--- src/rtl/b8_fetch_arb_pkg.sv ---
// Shared types and constants for the instruction-fetch port arbiter.
// Combinational only; no latency and no backpressure of its own.
package b8_fetch_arb_pkg;

    typedef enum logic [1:0] {
        IDLE  = 2'd0,
        BUSY  = 2'd1,
        DRAIN = 2'd2
    } state_t;

    localparam logic WAY0 = 1'b0;
    localparam logic WAY1 = 1'b1;

    localparam int ADDR_W_DFLT = 32;
    localparam int DATA_W_DFLT = 32;

endpackage

--- src/rtl/rr_arbiter2.sv ---
// Two-requester round-robin pick: the way that did not win last time wins a tie.
// Purely combinational (zero latency); it never stalls a requester.
module rr_arbiter2
    import b8_fetch_arb_pkg::*;
(
    input  logic [1:0] req,
    input  logic       last_grant,
    output logic       valid,
    output logic       winner
);

    assign valid  = |req;
    assign winner = (req == 2'b11) ? ~last_grant : (req[1] ? WAY1 : WAY0);

endmodule

--- src/rtl/inst_fetch_arbiter.sv ---
// Shares one instruction-memory fetch port between two fetch ways, round-robin.
// Request reaches memory one edge after it is sampled; dataOk returned in the memory response cycle.
// One transaction outstanding; other requester holds its request until granted and completed.
module inst_fetch_arbiter
    import b8_fetch_arb_pkg::*;
#(
    parameter int ADDR_W = ADDR_W_DFLT,
    parameter int DATA_W = DATA_W_DFLT
)
(
    input  logic              clk,
    input  logic              reset_n,
    input  logic              way0_request_i,
    input  logic [ADDR_W-1:0] way0_instAddr_i,
    input  logic              way0_flush_i,
    output logic              way0_dataOk_o,
    output logic [DATA_W-1:0] way0_inst_o,
    input  logic              way1_request_i,
    input  logic [ADDR_W-1:0] way1_instAddr_i,
    input  logic              way1_flush_i,
    output logic              way1_dataOk_o,
    output logic [DATA_W-1:0] way1_inst_o,
    output logic              mem_request_o,
    output logic [ADDR_W-1:0] mem_instAddr_o,
    input  logic              mem_dataOk_i,
    input  logic [DATA_W-1:0] mem_inst_i,
    output logic              busy_o
);

    state_t            state_q, state_d;
    logic              grant_q, grant_d;
    logic              last_grant_q, last_grant_d;
    logic              mem_req_d;
    logic [ADDR_W-1:0] addr_d;
    logic [1:0]        req_vec;
    logic              pick_vld, pick_way;
    logic              flush_gnt, done, deliver;

    assign flush_gnt = (grant_q == WAY1) ? way1_flush_i : way0_flush_i;
    assign done      = (state_q != IDLE) && mem_dataOk_i;
    assign deliver   = (state_q == BUSY) && mem_dataOk_i && !flush_gnt;

    // The completing way still holds its request this cycle; mask it so it is not refetched.
    always_comb begin
        req_vec = {way1_request_i, way0_request_i};
        if (deliver) begin
            req_vec[grant_q] = 1'b0;
        end
    end

    rr_arbiter2 u_rr (
        .req        (req_vec),
        .last_grant (last_grant_q),
        .valid      (pick_vld),
        .winner     (pick_way)
    );

    always_comb begin
        state_d      = state_q;
        grant_d      = grant_q;
        last_grant_d = last_grant_q;
        mem_req_d    = mem_request_o;
        addr_d       = mem_instAddr_o;
        if (state_q == IDLE || done) begin
            if (pick_vld) begin
                state_d      = BUSY;
                grant_d      = pick_way;
                last_grant_d = pick_way;
                mem_req_d    = 1'b1;
                addr_d       = (pick_way == WAY1) ? way1_instAddr_i : way0_instAddr_i;
            end else begin
                state_d   = IDLE;
                mem_req_d = 1'b0;
            end
        end else if (state_q == BUSY && flush_gnt) begin
            // Memory must still see the request held; only the response is dropped.
            state_d = DRAIN;
        end
    end

    always_ff @(posedge clk or negedge reset_n) begin
        if (!reset_n) begin
            state_q        <= IDLE;
            grant_q        <= WAY0;
            last_grant_q   <= WAY1;
            mem_request_o  <= 1'b0;
            mem_instAddr_o <= '0;
        end else begin
            state_q        <= state_d;
            grant_q        <= grant_d;
            last_grant_q   <= last_grant_d;
            mem_request_o  <= mem_req_d;
            mem_instAddr_o <= addr_d;
        end
    end

    assign way0_dataOk_o = deliver && (grant_q == WAY0);
    assign way1_dataOk_o = deliver && (grant_q == WAY1);
    assign way0_inst_o   = way0_dataOk_o ? mem_inst_i : '0;
    assign way1_inst_o   = way1_dataOk_o ? mem_inst_i : '0;
    assign busy_o        = (state_q != IDLE);

endmodule

--- config.mk ---
export PLATFORM = sky130hd
export DESIGN_NAME = inst_fetch_arbiter
export DESIGN_NICKNAME = d
export VERILOG_FILES = /design/src/rtl/b8_fetch_arb_pkg.sv /design/src/rtl/rr_arbiter2.sv /design/src/rtl/inst_fetch_arbiter.sv
export SDC_FILE = /design/constraint.sdc
export NUM_CORES = 1
export LEC_CHECK = 0
export ABC_CLOCK_PERIOD_IN_PS = 2330
export CORE_AREA = 5 5 109 90
export DETAILED_ROUTE_END_ITERATION = 16
export DIE_AREA = 0 0 114 95
export HOLD_SLACK_MARGIN = 0.15
export PLACE_DENSITY_LB_ADDON = 0.15
export RECOVER_POWER = 100
export SLEW_MARGIN = 15
export SYNTH_ARGS = -nofsm -noshare
export SYNTH_HDL_FRONTEND = slang
export SYNTH_SLANG_ARGS = --single-unit
--- constraint.sdc ---
create_clock -name clk -period 2.33 [get_ports clk]
set_input_delay 0.699 -clock clk [delete_from_list [all_inputs] [get_ports clk]]
set_output_delay 0.699 -clock clk [all_outputs]
set_load 0.02 [all_outputs]
; ---- After elaboration in Yosys (flattened, before gate mapping)
; Index checks and enable logic that the tools add are counted.
[op_classes]
order_cmp = 2
n_eq_ne = 2
n_mux = 13
bitwise = 4
n_reduce_logical = 14
[ops]
columns = operator, n
row1 = two-way mux 32 bit, 3
row2 = logical AND 1 bit, 7
row3 = two-way mux 1 bit, 6
row4 = two-way mux 2 bit, 3
row5 = nonzero test 2 bit, 2
row6 = bitwise AND 2 bit, 1
row7 = equality test 2 x 1 -> 1 bit (second input constant), 1
row8 = equality test 2 bit (second input constant), 1
row9 = logical NOT 2 bit, 1
row10 = less-than comparator 1 x 2 -> 1 bit (second input constant), 1
row11 = NOT 1 bit, 2
row12 = NOT 2 bit, 1
row13 = AND reduction 2 bit, 1
row14 = OR reduction 2 bit, 1
row15 = demux 1 bit (select 1 bit), 1
row16 = greater-or-equal comparator 1 bit (second input constant), 1
row17 = logical NOT 1 bit, 1
row18 = logical OR 1 bit, 1
[word_totals]
regBits = 37

; ---- Depth between registers and ports, before layout
[depth]
depth_word = 10
depth_mapped = 7

; ---- Modules after synthesis
; Synthesis repeated with hierarchy kept, for this count alone.
[hier_totals]
cells_unflattened = 198
area_unflattened_um2 = 2321.0
[by_module_without_submodules]
columns = mod, instances, cells_each, area_each_um2, seq_area_each_um2
row1 = inst_fetch_arbiter, 1, 196, 2307.2, 927.1
row2 = rr_arbiter2, 1, 2, 13.8, 0.0

; ---- Least setup slack after synthesis
; OpenSTA, ideal clock, no wires.
[synth_path]
path_kind = input to output
start = input mem_dataOk_i
end = output way0_inst_o[11]
arrival_time_ps = 1724
required_ps = 1631
setup_slack_ps = -93
path_stages = 5
path_buffers = 3
cell_sequence = and3b_1 > buf_6 > clkbuf_1 > clkbuf_1 > and3_1
[synth_between]
elab_chain_len = 4
[synth_lines]
columns = item, line
row1 = "start, declared", inst_fetch_arbiter.sv:25  ; input logic mem_dataOk_i,
row2 = logical AND 1 bit (2 in series), inst_fetch_arbiter.sv:41  ; assign deliver = (state_q == BUSY) && mem_dataOk_i && !flush_gnt;
row3 = logical AND 1 bit, inst_fetch_arbiter.sv:97  ; assign way0_dataOk_o = deliver && (grant_q == WAY0);
row4 = two-way mux 32 bit, inst_fetch_arbiter.sv:99  ; assign way0_inst_o = way0_dataOk_o ? mem_inst_i : '0;
row5 = "end, declared", inst_fetch_arbiter.sv:17  ; output logic [DATA_W-1:0] way0_inst_o,
; No other way between the ends.

; ---- Worst setup path in the final report
[layout_path]
start = input mem_dataOk_i
end = output way1_inst_o[9]
[layout_between]
elab_chain_len = 4
[layout_lines]
columns = item, line
row1 = logical AND 1 bit (2 in series), inst_fetch_arbiter.sv:41
row2 = logical AND 1 bit, inst_fetch_arbiter.sv:98  ; assign way1_dataOk_o = deliver && (grant_q == WAY1);
row3 = two-way mux 32 bit, inst_fetch_arbiter.sv:100  ; assign way1_inst_o = way1_dataOk_o ? mem_inst_i : '0;
row4 = "end, declared", inst_fetch_arbiter.sv:22  ; output logic [DATA_W-1:0] way1_inst_o,
; No other way between the ends.

==> impl_metrics.yaml <==
pwr:
  finalPower_mw: 3.31
  power_density_nw_per_um2: 657
  peakVddDrop_mv: 0.366
  leakage_nw: 2.28
routing:
  detail_route.first_pass.iterations: 4
  vias_per_cell: 5.15
  wire_per_inst_um: 18.2
  ant_nets: 0
  drtIter0Drc: 166
  vias: 3204
  drc: 0
  finalWirelength_um: 11300
final_layout:
  fin_area_um2: 5040
  diodes: 0
  multi_input_area_um2: 1400
  postLayoutCoreUtil: 0.578
  fillers: 811
  syn2layout_area_growth_pct: 108
  drive_gt1_frac: 0.351
  final_nets: 609
  regArea_um2: 928
floorplan:
  rows: 31
  fp.dieW_um: 114
  pin_count: 203
  core_area_um2: 8730
  initial_core_util: 0.277
  die-height_um: 95
  die_area_um2: 10800
global_route:
  grt_usage: 0.202
  grt-ovfl-total: 0
  antenna_found_initial: 0
  grt_pass1_vias: 3329
  grt_pass1_wl_um: 17500
  grt_max_degree: 38
worst_setup_path:
  critPathCaptureType: "output port"
  cpPeakStageDelay_ps: 190
  cp_max_fo: 12
  arrival_ps: 1610
  cp-start-kind: "input port"
  crit_chain: "buf_6, and3b_4, buf_4, buf_12, and3_2, buf_4"
  cpMostUsedCell: "buf_4"
  cp_slowest_cell: "and3b_4"
  critPathKind: "in -> out"
  cp.required_ps: 1630
place:
  place_hpwl_um: 7580
  gp_congestion: 0.765
  port_buffers: 202
  place_area_um2: 4690
sta:
  max_slew_margin: 0.362
  final-setup-viol-count: 0
  rsz0062_at_grt: "yes"
  clock_skew_ps: 9.98
  post-route-period-util: 0.993
  worstMarginPinSlew_ps: 956
  min_period_ps: 2310
  finalHoldViolCount: 0
  final_max_slew_viol_count: 0
  max_freq_mhz: 432
synthesis:
  yosys.area.top_type: "dfrtp_1"
  synth_area_per_cell_um2: 8.26
  ys_seq_area_frac: 0.383
  synth_top_area_share: 0.372
  syn_inst: 293
  synth_seq_cells: 37
  netlist_top_cells_area: "dfrtp_1 37%, and3_1 17%, a31oi_1 8.3%, nand3_1 6.6%, nor3_1 6.6%"
  ys_types: 32
  synthesis.nets: 396
  syn-cell-area_um2: 2420
  ys_warn_count: 0
cts:
  cts_sinks: 37
  clkTransAtPathRegs_ps: 70
  cts_hold_repair.buffers: 0
  clockBufferDepth: 2
  tritoncts: "done"
  clk_latency_ps: 290
  cts_made_buffers: 5
  root_buffer: "clkbuf_8"
  htree_num_levels: 2
hold_path:
  hold_path.class: "reg -> reg"
run_status:
  status: "finished clean"
run:
  max_cap_viol_count: 0
==> flip-flops by register name (all words and copies together) (netlist names) <==
name,count
grant_q,1
state_q,2
mem_instAddr_o,32
mem_request_o,1
last_grant_q,1
==> Yosys cell counts, drive strengths merged <==
master  number
dfstp        1
a31o         1
and3b        1
o21ba        1
and3        64
a31oi       32
nor2b        1
buf         16
inv          3
o21ai       32
a21oi        3
nand3       32
or2          2
nor3        32
nand2        1
mux2         3
a21o         3
and2         2
dfrtp       36
nand2b       1
nor2         3
clkbuf      21
a211oi       2
==> path summary, 6_finish.rpt <==
| check | endpoint | startpoint | slack, ps | depth (start not counted) |
|---|---|---|---|---|
| setup / recovery | way1_inst_o[9] | mem_dataOk_i | 20 | 6 |
| hold / removal | mem_request_o$_DFFE_PN0N_ | mem_request_o$_DFFE_PN0N_ | 480 | 1 |
| setup reg to reg | mem_instAddr_o[10]$_DFFE_PN0P_ | state_q[0]$_DFFE_PN0P_ | 240 | 8 |
| hold reg to reg | mem_request_o$_DFFE_PN0N_ | mem_request_o$_DFFE_PN0N_ | 480 | 1 |
| max in group asynchronous | grant_q$_DFFE_PN0P_ | reset_n | 1120 | 1 |
| min in group asynchronous | mem_instAddr_o[19]$_DFFE_PN0P_ | reset_n | 550 | 1 |
==> where the power goes <==
part | switching (mW) | total (mW) | internal, mW
sequential | 0.0961 | 0.931 | 0.835
clock | 0.235 | 0.442 | 0.207
combinational | 0.969 | 1.94 | 0.972
total | 1.30 | 3.31 | 2.01
==> cells by family after synthesis <==
| kind of cell | synth area share |
|---|---|
| AOI/OAI and AO/OA | 0.195 |
| DFF | 0.383 |
| and+or+nand+nor | 0.324 |
| muxes | 0.0171 |
| buffers and inverters | 0.0807 |
==> worst max-delay path, delay by kind of cell <==
family	cells	cell delay, ps
buf+inv	4	520
simple gates	2	380
==> placed cells by master (no fill, tap or decap), types with 3 or more instances in the layout <==
cell type / n
a21o_1: 3
a31oi_1: 32
and3_1: 20
and3_2: 35
and3_4: 9
buf_12: 9
buf_16: 6
buf_2: 21
buf_4: 32
buf_6: 39
clkbuf_2: 3
clkbuf_8: 5
clkdlybuf4s50_1: 98
dfrtp_1: 35
dlygate4sd3_1: 33
nand3_1: 32
nor3_1: 32
o21ai_0: 32
==> routing by layer <==
layer / GRT usage / vias to the layer above / wire [um]
li1: - / 1519 / -
met1: 0.262 / 1546 / 4660
met2: 0.335 / 127 / 5680
met3: 0.0506 / 12 / 790
met4: 0.0524 / 0 / 169
met5: 0 / - / 0
==> through the flow <==
step	cells	hold WS, ps	setup TNS [ps]	worst slack [ps]
2_1_floorplan	293	403	0	0.514
3_3_place_gp	594	471	-61090	-761
3_5_place_dp	594	468	-63570	-775
4_1_cts	621	489	-770	-83.8
5_1_grt	622	512	-14.6	-2.78
6_report	622	483	0	17.0
==> cell type report <==
type,count,share of cell area
Multi-Input combinational cell,216,0.278
Tap cell,115,0.0285
Timing Repair Buffer,243,0.490
Sequential cell,37,0.184
Clock inverter,3,0.00347
Clock buffer,5,0.0136
Inverter,3,0.00223
==> repair_timing <==
item	CTS	global route
pin swaps	1	1
gates cloned	9	0
resized for setup	340	47
setup buffers	10	3
setup endpoints to repair	102	62
Power figures use the tool's default switching activity.
